==> config.mk <==
export PLATFORM = sky130hd
export DESIGN_NAME = pipeline_hazard_ctrl
export DESIGN_NICKNAME = d
export VERILOG_FILES = /design/src/rtl/pipeline_hazard_ctrl_pkg.sv /design/src/rtl/pipeline_hazard_ctrl_load_use_detect.sv /design/src/rtl/pipeline_hazard_ctrl.sv
export SDC_FILE = /design/constraint.sdc
export NUM_CORES = 1
export LEC_CHECK = 0
export CAP_MARGIN = 20
export CORE_AREA = 2 2 80 82
export DETAILED_ROUTE_END_ITERATION = 16
export DIE_AREA = 0 0 82 84
export GPL_TIMING_DRIVEN = 0
export PLACE_DENSITY = 0.89
export RECOVER_POWER = 100
export SYNTH_ARGS = -nofsm -noshare
export SYNTH_HDL_FRONTEND = slang
export SYNTH_SLANG_ARGS = --single-unit
==> constraint.sdc <==
create_clock -name clk -period 3.23 [get_ports clk]
set_input_delay 0.323 -clock clk [delete_from_list [all_inputs] [get_ports clk]]
set_output_delay 0.323 -clock clk [all_outputs]
set_load 0.03 [all_outputs]
==> src/rtl/pipeline_hazard_ctrl_pkg.sv <==
// Shared types and opcode constants for the pipeline hazard controller.
// Contents: opcode defines (guarded so any opcode header may predefine
// them), the per-stage control bundle, and an all-idle helper.
`ifndef I_TYPE_LOAD
`define I_TYPE_LOAD 7'b0000011
`endif
`ifndef B_TYPE
`define B_TYPE 7'b1100011
`endif
`ifndef S_TYPE
`define S_TYPE 7'b0100011
`endif

package pipeline_hazard_ctrl_pkg;

    localparam int unsigned OPC_W  = 7;
    localparam int unsigned REG_W  = 5;
    localparam int unsigned ADDR_W = 32;

    localparam logic [OPC_W-1:0] OPC_LOAD = `I_TYPE_LOAD;

    // Per-stage pipeline controls driven every cycle.
    typedef struct packed {
        logic pc_stall;
        logic ifid_stall;
        logic ifid_flush;
        logic idex_bubble;
        logic back_stall;
        logic redirect_en;
    } hz_ctrl_t;

    // All controls inactive.
    function automatic hz_ctrl_t ctrl_idle();
        return hz_ctrl_t'('0);
    endfunction

endpackage

==> src/rtl/pipeline_hazard_ctrl_load_use_detect.sv <==
// Load-use hazard comparator: a load in Exec whose destination feeds a
// source register actually read by the instruction in Dec.
// Ports: opcode_exec_i/rd_exec_i (Exec load), rs1/rs2_dec_i with their
// use flags (Dec consumer), load_use_o (combinational hazard flag).
module load_use_detect
    import pipeline_hazard_ctrl_pkg::*;
(
    input  logic [OPC_W-1:0] opcode_exec_i,
    input  logic [REG_W-1:0] rd_exec_i,
    input  logic [REG_W-1:0] rs1_dec_i,
    input  logic [REG_W-1:0] rs2_dec_i,
    input  logic             use_rs1_i,
    input  logic             use_rs2_i,
    output logic             load_use_o
);

    // x0 never carries a hazard.
    assign load_use_o = (opcode_exec_i == OPC_LOAD) && (rd_exec_i != '0) &&
                        ((use_rs1_i && (rd_exec_i == rs1_dec_i)) ||
                         (use_rs2_i && (rd_exec_i == rs2_dec_i)));

endmodule

==> src/rtl/pipeline_hazard_ctrl.sv <==
// Central stall/flush scheduler for the 5-stage RV32 pipeline.
// Inputs: mem_busy, wait_signal_c, npc_control/jump_target_PC, halt_Dec,
//         Dec source regs + use flags, Exec Rd/opcode.
// Outputs: pc_stall, ifid_stall, ifid_flush, idex_bubble, back_stall,
//          pc_redirect_en/target (combinational, act at next edge),
//          halted, hang_err (registered, sticky), cycle/stall/flush_cnt.
// Option: define PERF_CNT_EN to build the performance counters; otherwise
//         the counter ports are tied to zero.
module pipeline_hazard_ctrl
    import pipeline_hazard_ctrl_pkg::*;
#(
    parameter int unsigned DRAIN_CYCLES = 4,
    parameter int unsigned MAX_BR_WAIT  = 8,
    parameter int unsigned CNT_W        = 32
) (
    input  logic              clk,
    input  logic              rst,
    input  logic              mem_busy,
    input  logic              wait_signal_c,
    input  logic              npc_control,
    input  logic [ADDR_W-1:0] jump_target_PC,
    input  logic              halt_Dec,
    input  logic [REG_W-1:0]  Rsrc1_Dec,
    input  logic [REG_W-1:0]  Rsrc2_Dec,
    input  logic              use_rs1_Dec,
    input  logic              use_rs2_Dec,
    input  logic [REG_W-1:0]  Rd_Exec,
    input  logic [OPC_W-1:0]  opcode_Exec,
    output logic              pc_stall,
    output logic              ifid_stall,
    output logic              ifid_flush,
    output logic              idex_bubble,
    output logic              back_stall,
    output logic              pc_redirect_en,
    output logic [ADDR_W-1:0] pc_redirect_target,
    output logic              halted,
    output logic              hang_err,
    output logic [CNT_W-1:0]  cycle_cnt,
    output logic [CNT_W-1:0]  stall_cnt,
    output logic [CNT_W-1:0]  flush_cnt
);

    localparam int unsigned DRAIN_W = (DRAIN_CYCLES > 1) ? $clog2(DRAIN_CYCLES) : 1;
    localparam int unsigned BRW_W   = $clog2(MAX_BR_WAIT + 1);

    typedef enum logic [1:0] {ST_RUN, ST_DRAIN, ST_HALTED} state_e;

    state_e              state_q, state_d;
    logic [DRAIN_W-1:0]  drain_cnt_q, drain_cnt_d;
    logic [BRW_W-1:0]    br_wait_q, br_wait_d;
    logic                halted_q, halted_d;
    logic                hang_err_q, hang_err_d;
    hz_ctrl_t            ctrl;
    logic [ADDR_W-1:0]   redirect_target;
    logic                load_use;

    load_use_detect u_load_use_detect (
        .opcode_exec_i (opcode_Exec),
        .rd_exec_i     (Rd_Exec),
        .rs1_dec_i     (Rsrc1_Dec),
        .rs2_dec_i     (Rsrc2_Dec),
        .use_rs1_i     (use_rs1_Dec),
        .use_rs2_i     (use_rs2_Dec),
        .load_use_o    (load_use)
    );

    // State, drain counter and sticky status registers.
    always_ff @(posedge clk) begin
        if (rst) begin
            state_q     <= ST_RUN;
            drain_cnt_q <= '0;
            br_wait_q   <= '0;
            halted_q    <= 1'b0;
            hang_err_q  <= 1'b0;
        end else begin
            state_q     <= state_d;
            drain_cnt_q <= drain_cnt_d;
            br_wait_q   <= br_wait_d;
            halted_q    <= halted_d;
            hang_err_q  <= hang_err_d;
        end
    end

    // Next state and per-stage controls; earlier RUN branches win.
    always_comb begin
        state_d         = state_q;
        drain_cnt_d     = drain_cnt_q;
        halted_d        = halted_q;
        ctrl            = ctrl_idle();
        redirect_target = '0;
        unique case (state_q)
            ST_RUN: begin
                if (mem_busy) begin
                    ctrl.pc_stall   = 1'b1;
                    ctrl.ifid_stall = 1'b1;
                    ctrl.back_stall = 1'b1;
                end else if (load_use || wait_signal_c) begin
                    ctrl.pc_stall    = 1'b1;
                    ctrl.ifid_stall  = 1'b1;
                    ctrl.idex_bubble = 1'b1;
                end else if (npc_control) begin
                    ctrl.redirect_en = 1'b1;
                    ctrl.ifid_flush  = 1'b1;
                    redirect_target  = jump_target_PC;
                end else if (halt_Dec) begin
                    // Halt itself moves on into Exec; fetch stops behind it.
                    ctrl.pc_stall   = 1'b1;
                    ctrl.ifid_flush = 1'b1;
                    state_d         = ST_DRAIN;
                    drain_cnt_d     = DRAIN_W'(DRAIN_CYCLES - 1);
                end
            end
            ST_DRAIN: begin
                ctrl.pc_stall   = 1'b1;
                ctrl.ifid_flush = 1'b1;
                if (mem_busy) begin
                    ctrl.back_stall = 1'b1;
                end else if (drain_cnt_q == '0) begin
                    state_d  = ST_HALTED;
                    halted_d = 1'b1;
                end else begin
                    drain_cnt_d = drain_cnt_q - DRAIN_W'(1);
                end
            end
            ST_HALTED: begin
                ctrl.pc_stall   = 1'b1;
                ctrl.ifid_stall = 1'b1;
                ctrl.back_stall = 1'b1;
            end
            default: state_d = ST_RUN;
        endcase
        if (rst) begin
            ctrl            = ctrl_idle();
            redirect_target = '0;
        end
    end

    // Branch-wait watchdog: counts unstalled RUN wait cycles, saturating.
    always_comb begin
        br_wait_d  = br_wait_q;
        hang_err_d = hang_err_q;
        if (!wait_signal_c) begin
            br_wait_d = '0;
        end else if ((state_q == ST_RUN) && !mem_busy &&
                     (br_wait_q != BRW_W'(MAX_BR_WAIT))) begin
            br_wait_d = br_wait_q + BRW_W'(1);
        end
        if (br_wait_d == BRW_W'(MAX_BR_WAIT)) begin
            hang_err_d = 1'b1;
        end
    end

    assign pc_stall           = ctrl.pc_stall;
    assign ifid_stall         = ctrl.ifid_stall;
    assign ifid_flush         = ctrl.ifid_flush;
    assign idex_bubble        = ctrl.idex_bubble;
    assign back_stall         = ctrl.back_stall;
    assign pc_redirect_en     = ctrl.redirect_en;
    assign pc_redirect_target = redirect_target;
    assign halted             = halted_q;
    assign hang_err           = hang_err_q;

`ifdef PERF_CNT_EN
    logic [CNT_W-1:0] cycle_cnt_q, stall_cnt_q, flush_cnt_q;

    // Wrapping performance counters; stall/flush count RUN cycles only.
    always_ff @(posedge clk) begin
        if (rst) begin
            cycle_cnt_q <= '0;
            stall_cnt_q <= '0;
            flush_cnt_q <= '0;
        end else begin
            cycle_cnt_q <= cycle_cnt_q + CNT_W'(1);
            if ((state_q == ST_RUN) && ctrl.pc_stall) begin
                stall_cnt_q <= stall_cnt_q + CNT_W'(1);
            end
            if ((state_q == ST_RUN) && ctrl.ifid_flush) begin
                flush_cnt_q <= flush_cnt_q + CNT_W'(1);
            end
        end
    end

    assign cycle_cnt = cycle_cnt_q;
    assign stall_cnt = stall_cnt_q;
    assign flush_cnt = flush_cnt_q;
`else
    assign cycle_cnt = '0;
    assign stall_cnt = '0;
    assign flush_cnt = '0;
`endif

endmodule

After elaboration in Yosys (flattened, before gate mapping)
Cells that the tools add are included.
{"block": "word_totals", "input_bits": 62, "reg_bits": 10, "output_inout_bits": 136, "elab_cells": 81}
{"block": "op_classes", "reduce_logical": 18, "mux": 40, "eq_ne": 14, "n_addsub": 2, "bitwise": 2}
{"cell": "32-bit two-way mux", "count": 5}
{"cell": "2-bit two-way mux", "count": 14}
{"cell": "2-bit != test, second input constant", "count": 7}
{"cell": "7-bit AND reduction", "count": 2}
{"cell": "1-bit two-way mux", "count": 12}
{"cell": "5-bit == test", "count": 2}
{"cell": "4-bit two-way mux", "count": 2}
{"cell": "1-bit case mux with 2 select lines", "count": 4}
{"cell": "7-bit by 2-bit == test with 1-bit output, second input constant", "count": 1}
{"cell": "1-bit logical AND", "count": 6}
{"cell": "6-bit two-way mux", "count": 1}
{"cell": "2-bit case mux with 3 select lines", "count": 1}
{"cell": "5-bit nonzero test", "count": 1}
{"cell": "4-bit by 1-bit adder with 4-bit output, second input constant", "count": 1}
{"cell": "4-bit == test, second input constant", "count": 1}
{"cell": "2-bit zero test", "count": 2}
{"cell": "4-bit != test, second input constant", "count": 1}
{"cell": "2-bit case mux with 2 select lines", "count": 1}
{"cell": "2-bit OR reduction", "count": 2}
{"cell": "3-bit AND reduction", "count": 1}
{"cell": "2-bit by 1-bit == test with 1-bit output, second input constant", "count": 1}
{"cell": "2-bit == test, second input constant", "count": 1}
{"cell": "1-bit logical OR", "count": 2}
{"cell": "1-bit inverter", "count": 2}
{"cell": "3 further kinds", "count": 3}

Longest topological paths before layout
Gate-level depths: netlist of the first run.
{"block": "logic_depth", "depth_word": 9, "mapped_depth": 8, "depth_no_buf": 8}

By module
Synthesis of the first run repeated with hierarchy kept, for this count alone.
{"block": "unflattened", "hier_cells": 236, "hier_area_um2": 1791.7}
{"module": "pipeline_hazard_ctrl", "area_per_inst_um2": 1642.8, "seq_area_each_um2": 200.2, "n_inst": 1, "cells_per_inst": 216}
{"module": "load_use_detect", "area_per_inst_um2": 148.9, "seq_area_each_um2": 0.0, "n_inst": 1, "cells_per_inst": 20}

Worst setup path before layout of the first run
OpenSTA, ideal clock, no wires.
{"block": "synth_path", "path_type": "input -> output", "startpoint": "in opcode_Exec[3]", "endpoint": "out ifid_stall", "arrival_ns": 1.681, "setup_slack_ns": 1.226, "n_path_buf": 0, "cell_stages": 5, "required_time_ns": 2.907, "path_cell_list": "nor3_1 > nand4_1 > a21oi_1 > a21oi_4 > a211oi_1"}
{"block": "synth_via", "elab_chain_cells": 8}
{"item": "from (decl)", "line": "pipeline_hazard_ctrl.sv:28", "source": "input logic [OPC_W-1:0] opcode_Exec,"}
{"item": "7-bit by 2-bit == test with 1-bit output", "line": "pipeline_hazard_ctrl_load_use_detect.sv:18", "source": "assign load_use_o = (opcode_exec_i == OPC_LOAD) && (rd_exec_i != '0) &&"}
{"item": "1-bit logical AND (2 in a row)", "line": "pipeline_hazard_ctrl_load_use_detect.sv:18"}
{"item": "1-bit logical OR", "line": "pipeline_hazard_ctrl.sv:97", "source": "end else if (load_use || wait_signal_c) begin"}
{"item": "1-bit two-way mux", "line": "pipeline_hazard_ctrl.sv:97"}
{"item": "2-bit two-way mux", "line": "pipeline_hazard_ctrl.sv:93", "source": "if (mem_busy) begin"}
{"item": "1-bit case mux with 2 select lines", "line": "pipeline_hazard_ctrl.sv:91", "source": "unique case (state_q)"}
{"item": "6-bit two-way mux", "line": "pipeline_hazard_ctrl.sv:132", "source": "if (rst) begin"}
{"item": "to (decl)", "line": "pipeline_hazard_ctrl.sv:30", "source": "output logic ifid_stall,"}
Every way passes these cells.

Worst setup path in the final report of the first run
{"block": "layout_path", "startpoint": "in Rd_Exec[3]", "endpoint": "out pc_redirect_target[17]"}
{"block": "layout_via", "elab_chain_cells": 9, "word_cells_on_any_way": 13, "cone_classes": "2 x eq/ne; 4 x mux; 7 x reduce/logical"}
{"item": "from (decl)", "line": "pipeline_hazard_ctrl.sv:27", "source": "input logic [REG_W-1:0] Rd_Exec,"}
{"item": "5-bit == test (on tied branches)", "line": "pipeline_hazard_ctrl_load_use_detect.sv:19, pipeline_hazard_ctrl_load_use_detect.sv:20"}
{"item": "1-bit logical AND (on tied branches)", "line": "pipeline_hazard_ctrl_load_use_detect.sv:19, pipeline_hazard_ctrl_load_use_detect.sv:20"}
{"item": "1-bit logical OR", "line": "pipeline_hazard_ctrl_load_use_detect.sv:19", "source": "((use_rs1_i && (rd_exec_i == rs1_dec_i)) ||"}
{"item": "1-bit logical AND *", "line": "pipeline_hazard_ctrl_load_use_detect.sv:18"}
{"item": "1-bit logical OR *", "line": "pipeline_hazard_ctrl.sv:97"}
{"item": "32-bit two-way mux *", "line": "pipeline_hazard_ctrl.sv:97"}
{"item": "32-bit two-way mux *", "line": "pipeline_hazard_ctrl.sv:93"}
{"item": "32-bit two-way mux *", "line": "pipeline_hazard_ctrl.sv:91"}
{"item": "32-bit two-way mux *", "line": "pipeline_hazard_ctrl.sv:132"}
{"item": "to (decl)", "line": "pipeline_hazard_ctrl.sv:35", "source": "output logic [ADDR_W-1:0] pc_redirect_target,"}
Mark *: on every way between the ends. The rest lies on a longest branch, timed or not.

==> results of run 1 <==
## worst register-to-register path, cell delays in order, from the launching register on
cell	delay [ns]
dfxtp_1	0.34
inv_1	0.14
ha_1	0.28
nor2b_1	0.22
o21ai_0	0.27
nand2_1	0.13
nand2_1	0.06
o21ai_0	0.18
o21ai_0	0.10
## cell usage after synthesis
library cell  number
o21ai_0            4
o21ai_1            1
inv_1             10
xnor2_1           12
nor3_1             6
a21bo_2            1
clkbuf_1           1
and2_1            21
nor2_1            16
a211oi_1           1
and3_4             1
a311oi_1           4
a21boi_0           1
and3_1             1
ha_1               7
dfxtp_1           10
nand2_1            6
o22ai_2            1
nand4_2            1
nor4_1             1
a31oi_1            3
nor2b_1            3
nand2b_1           3
a21oi_4            1
a21oi_1            4
conb_1             1
mux2i_1            3
and2_2            12
nand4_1            3
xor2_1             2
buf_6              3
buf_4             96
## where the power goes
part           total (uW)  switching [uW]  internal (uW)  leakage [uW]
clock network         162            54.5            108     0.0000288
logic                 430             241            189       0.00161
registers             129            2.54            126     0.0000809
## per-layer routing
layer | up-vias | wire length [um] | track usage
li1 | 975 | - | -
met4 | 0 | 82 | 0.04242
met3 | 9 | 550 | 0.02489
met2 | 92 | 2852 | 0.2779
met5 | - | 0 | 0
met1 | 794 | 1640 | 0.1363
## final timing paths
check	end	cells after the start	start	slack, ns
worst max register to register	hang_err$_SDFFE_PP0N_	8	state_q[1]$_SDFFE_PP0P_	1.38
worst min register to register	hang_err$_SDFFE_PP0N_	2	hang_err$_SDFFE_PP0N_	0.47
worst max-delay path	pc_redirect_target[17]	9	Rd_Exec[3]	0.15
worst min-delay path	hang_err$_SDFFE_PP0N_	2	hang_err$_SDFFE_PP0N_	0.47
## registers in the layout, indices dropped and copies added (netlist names)
register	cells
hang_err	1
br_wait_q	4
state_q	2
drain_cnt_q	2
halted	1
## final cells by class
cell class                 count  area share
buffer                       100      0.2271
clock buffer                   4     0.01649
inverter                      10     0.01124
multi-input combinational    215      0.3534
sequential                    10     0.05997
tap                           77     0.02886
timing repair buffer         101      0.3028
## per-stage QoR
step	hold WS (ns)	utilization	instances	total power [uW]	instance area (um^2)
after global routing	0.4958	0.5476	517	754.0	3338
after CTS	0.4785	0.5476	517	714.7	3338
after global placement	0.4607	0.5386	513	550.4	3283
after detailed placement	0.4661	0.5386	513	554.5	3283
final	0.4742	0.5476	517	721.0	3338
after floorplan	0.4542	-	335	445.2	2176
## logic make-up after synthesis
kind of cell,synth area share
AO/OA/AOI/OAI,0.08391
XOR/XNOR,0.06740
adder cells (fa/ha/maj),0.04814
buffers and inverters,0.4374
flip-flops,0.1100
multiplexers,0.01651
other,0.002061
AND/OR/NAND/NOR,0.2345
==> flow_summary.toml, run 1 <==
[global_route]
grt_use_total = 0.1386
vias_in_the_first_global_route = 1635
grt_overflow = 0
global_route_wire_length_before_repair_um = 7797
pin_count_of_the_biggest_net_entering_global_routing = 11
initial_antenna_violation_count = 0

[clocking]
cts_buffers = 3
cts-resized-gates = 0
cts_post_setup_buffers_inserted = 0
clock_root_cell = "clkbuf_8"
clock_tree_from_tritoncts = "built"
cts.sinks = 10
worstSkewPairLatency_ns = 0.24
ctsHoldBuffers = 0
cts_max_path_buffers = 2
cts_max_level = 1
path_clk_slew_ns = 0.05

[synthesis]
synth.distinct_cells = 32
seq_area_frac_synth = 0.1100
yosys.area.top_type = "buf_4"
ys.warnings.count = 0
post-synth-top-area-fraction = 0.3961
mapped_cells = 240
synth_seq_cells = 10
avgSynthCellArea_um2 = 7.580
synth_area_um2 = 1819
synth_area_leaders = "buf_4, dfxtp_1, and2_1, xnor2_1, and2_2"

[detailed_routing]
drt_first_pass_iters = 4
detail_route.wl_per_cell_um = 9.913
post-route-drc-count = 0
num_vias = 1870
ratio_of_routed_vias_to_standard_cells = 3.617
drt_wl_total_um = 5125
drt_iter0_markers = 45
detail-route-antenna-nets = 0

[flow_run]
timing.max_cap.violations = 0

[critical_path]
setup.worst_path.start_class = "input port"
worst_setup_path_end_kind = "primary output"
timing.critical_path.slowest_stage_cell = "clkdlybuf4s50_1"
critical_path.cell_chain = "clkdlybuf4s50_1, xnor2_1, nand4_1, o22ai_2, a21oi_4, and3_4, buf_6, and2_0, clkdlybuf4s50_1"
cp_arrival_ns = 2.76
critPathMaxStageDelay_ns = 0.67
critical_path_class = "input port to primary output"
crit_buf_inv = 3
cp_data_required_time_ns = 2.91
crit_path_frequent_cell = "clkdlybuf4s50_1"
cp_max_fo = 10
crit_family = "buffers and inverters"

[placement]
dp_worst_setup_slack_ns = 0.1371
dp.final_hpwl_um = 4570
finalWeightedCongestion = 0.8693
buffers_added_on_ports = 101

[status]
status = "finished, final reports clean"

[sta]
timing.final.ws_setup_ns = 0.1455
period_share = 0.9550
final-setup-viol-count = 0
rsz0062_at_grt = "false"
final.setup_skew_ns = 0.001583
totalNegativeSetupSlack_ns = 0
fin_crit_ns = 3.085
slew-limit-headroom = 0.5696
final-max-slew-violation-count = 0
hold_viol_final = 0
timing.fmax_mhz = 324.2
tightestPinTransition_ns = 0.6389

[pwr]
p_leak_uw = 0.001720
pwr_density_cell_nw_per_um2 = 216.0
worst_ir_drop_vdd_v = 0.0002149

[final_layout]
fillerInstances = 543
nNetsFinal = 510
multi_input_comb_area_um2 = 1180
flip_flop_and_latch_area_um2 = 200.2
areaGrowthSynthToFinish_pct = 83.49
layout_common_cells = "buf_4, conb_1, clkdlybuf4s50_1"
num_antenna_cells = 0
ratio_of_cells_with_drive_above_1_in_the_final_layout = 0.2727

[min_path]
hold_class = "flop to flop"

[floorplanning]
core_area_um2 = 6096
die_height_um = 84
x_dimension_of_the_die_um = 82
row_count = 29
io_pins = 198
die_area_um2 = 6888
floorplan.initialDensity = 0.2984
(Power assumes the default switching activity.)
==> run 2, diff against run 1 <==
--- a/config.mk
+++ b/config.mk
@@ -10,7 +10,7 @@
 export DETAILED_ROUTE_END_ITERATION = 16
 export DIE_AREA = 0 0 82 84
 export GPL_TIMING_DRIVEN = 0
-export PLACE_DENSITY = 0.89
+export PLACE_DENSITY = 0.88
 export RECOVER_POWER = 100
 export SYNTH_ARGS = -nofsm -noshare
 export SYNTH_HDL_FRONTEND = slang
==> run 2 against run 1 <==
Count of clock-buffer cells in the layout shrank 1. Maximum frequency shrank 0.11%. Clock power shrank 20%. Combinational power is essentially flat. Largest power group unchanged. Routed wire length shrank 2.2%. Total power shrank 4.7%. Flip-flop and latch count is the same. Register-to-register slack gained 0.06 ns. First-iteration DRC count grew 20%.
==> flow_summary.toml, run 2 (synthesis results as in run 1) <==
[status]
status = "finished, final reports clean"

[detailed_routing]
num_vias = 1854
detail-route-antenna-nets = 0
topRoutingLayerUsed = "met4"
ratio_of_routed_vias_to_standard_cells = 3.593
met1_wirelength_um = 1585
dr_wl_met3_um = 515
detail_route.wl_per_cell_um = 9.709
post-route-drc-count = 0
drt_first_pass_iters = 4
drt_wl_total_um = 5010
route.met2.wl_um = 2847
drt_iter0_markers = 54

[clocking]
path_clk_slew_ns = 0.04
cts_max_path_buffers = 2
ctsHoldBuffers = 0
clock_tree_from_tritoncts = "built"
clock_root_cell = "clkbuf_8"
worstSkewPairLatency_ns = 0.24
cts.sinks = 10
cts_max_level = 1
cts_buffers = 3

[sta]
final-max-slew-violation-count = 0
fin_crit_ns = 3.088
final.setup_skew_ns = 0.003835
timing.final.ws_setup_ns = 0.1420
slew-limit-headroom = 0.5917
rsz0062_at_grt = "false"
tightestPinTransition_ns = 0.6060
hold_viol_final = 0
timing.fmax_mhz = 323.8
totalNegativeSetupSlack_ns = 0
final-setup-viol-count = 0
period_share = 0.9560

[critical_path]
timing.rr.end = "hang_err$_SDFFE_PP0N_"
cp_data_required_time_ns = 2.91
worst_setup_path_end_kind = "primary output"
critical_path.cell_chain = "clkdlybuf4s50_1, xnor2_1, nand4_1, o22ai_2, a21oi_4, and3_4, buf_6, and2_1, clkdlybuf4s50_1"
crit_path_frequent_cell = "clkdlybuf4s50_1"
cp_arrival_ns = 2.76
r2r_start = "state_q[1]$_SDFFE_PP0P_"
timing.critical_path.slowest_stage_cell = "clkdlybuf4s50_1"
cp_max_fo = 10
critical_path_class = "input port to primary output"
setup.worst_path.start_class = "input port"
crit_family = "buffers and inverters"
timing.reg2reg.worst_path_depth = 7
crit_buf_inv = 3
critPathMaxStageDelay_ns = 0.67
setup.reg_to_reg.worst_slack_ns = 1.44

[floorplanning]
die_height_um = 84
die_area_um2 = 6888
x_dimension_of_the_die_um = 82
core_area_um2 = 6096
row_count = 29
io_pins = 198
floorplan.initialDensity = 0.2984

[min_path]
hold_class = "flop to flop"
holdCritStartpoint = "hang_err$_SDFFE_PP0N_"
hold_path_depth = 2
whs_endpoint = "hang_err$_SDFFE_PP0N_"

[final_layout]
ratio_of_cells_with_drive_above_1_in_the_final_layout = 0.2711
nNetsFinal = 510
flip_flop_and_latch_area_um2 = 200.2
areaGrowthSynthToFinish_pct = 82.05
num_antenna_cells = 0
reg_top3 = "br_wait_q x4, drain_cnt_q x2, state_q x2"
largest-register = "br_wait_q"
multi_input_comb_area_um2 = 1180
largest_register_ffs = 4
fillerInstances = 585
layout_common_cells = "buf_4, conb_1, clkdlybuf4s50_1"

[global_route]
grt_use_total = 0.1338
initial_antenna_violation_count = 0
pin_count_of_the_biggest_net_entering_global_routing = 11
vias_in_the_first_global_route = 1604
grt_overflow = 0
global_route_wire_length_before_repair_um = 7341

[placement]
buffers_added_on_ports = 101
dp_worst_setup_slack_ns = 0.1176
dp.final_hpwl_um = 4552
finalWeightedCongestion = 0.8307

[pwr]
pwr_density_cell_nw_per_um2 = 207.5
power.total_uw = 687.1
worst_ir_drop_vdd_v = 0.0002037
p_leak_uw = 0.001710

[flow_run]
timing.max_cap.violations = 0
run 2: changes by cell type in the layout (fill, tap and decap cells not counted):
cell / before / now
and2_0: 4 / 3
and2_1: 17 / 18
clkbuf_1: 1 / 3
clkdlybuf4s50_1: 89 / 87
clkbuf_8: 4 / 3
run 2: report_power, final:
group | internal, uW | total, uW | switching [uW]
registers | 127 | 129 | 2.51
clock network | 81.5 | 130 | 48.2
logic | 189 | 428 | 240
total | 397 | 687 | 290
run 2: timing repair:
item | 4_1_cts | 5_1_grt
setup endpoints to repair | 0 | 2
buffers inserted | 0 | 0
resized for setup | 0 | 2
run 2: per-stage QoR:
stage | hold WS, ns | util | instance area, um^2 | cells
after floorplan | 0.4542 | - | 2176 | 335
after global placement | 0.4615 | 0.5386 | 3283 | 513
after detailed placement | 0.4586 | 0.5386 | 3283 | 513
after CTS | 0.4788 | 0.5454 | 3324 | 516
after global routing | 0.5149 | 0.5433 | 3312 | 516
final | 0.4684 | 0.5433 | 3312 | 516
run 2: cell type report:
| type | instances | area share |
|---|---|---|
| multi-input combinational | 215 | 0.3563 |
| timing repair buffer | 101 | 0.3015 |
| buffer | 100 | 0.2289 |
| sequential | 10 | 0.06045 |
| tap | 77 | 0.02909 |
| clock buffer | 3 | 0.01247 |
| inverter | 10 | 0.01133 |
run 2: worst register-to-register path, stage by stage (launching register included):
cell and delay, ns:
dfxtp_1 0.34, inv_1 0.12, ha_1 0.27, nor2b_1 0.20, o21ai_0 0.25, nor4_1 0.32
o21ai_0 0.13, o21ai_0 0.08
run 2: worst max path at each step:
stage               depth (start not counted)  slack (ns)           start                      to
CTS                                         9        0.11      Rd_Exec[0]  pc_redirect_target[18]
finish                                      9        0.14      Rd_Exec[0]  pc_redirect_target[15]
global placement                            9        0.14      Rd_Exec[0]  pc_redirect_target[18]
floorplan                                   5        1.23  opcode_Exec[3]              ifid_stall
global route                                9        0.02      Rd_Exec[1]   pc_redirect_target[9]
detailed placement                          9        0.12      Rd_Exec[0]  pc_redirect_target[18]
run 2: per-layer routing:
layer  vias to the layer above  track usage
met4                         0      0.05000
met2                       100       0.2609
met3                         5      0.02597
li1                        974            -
met1                       775       0.1330
met5                         -            0
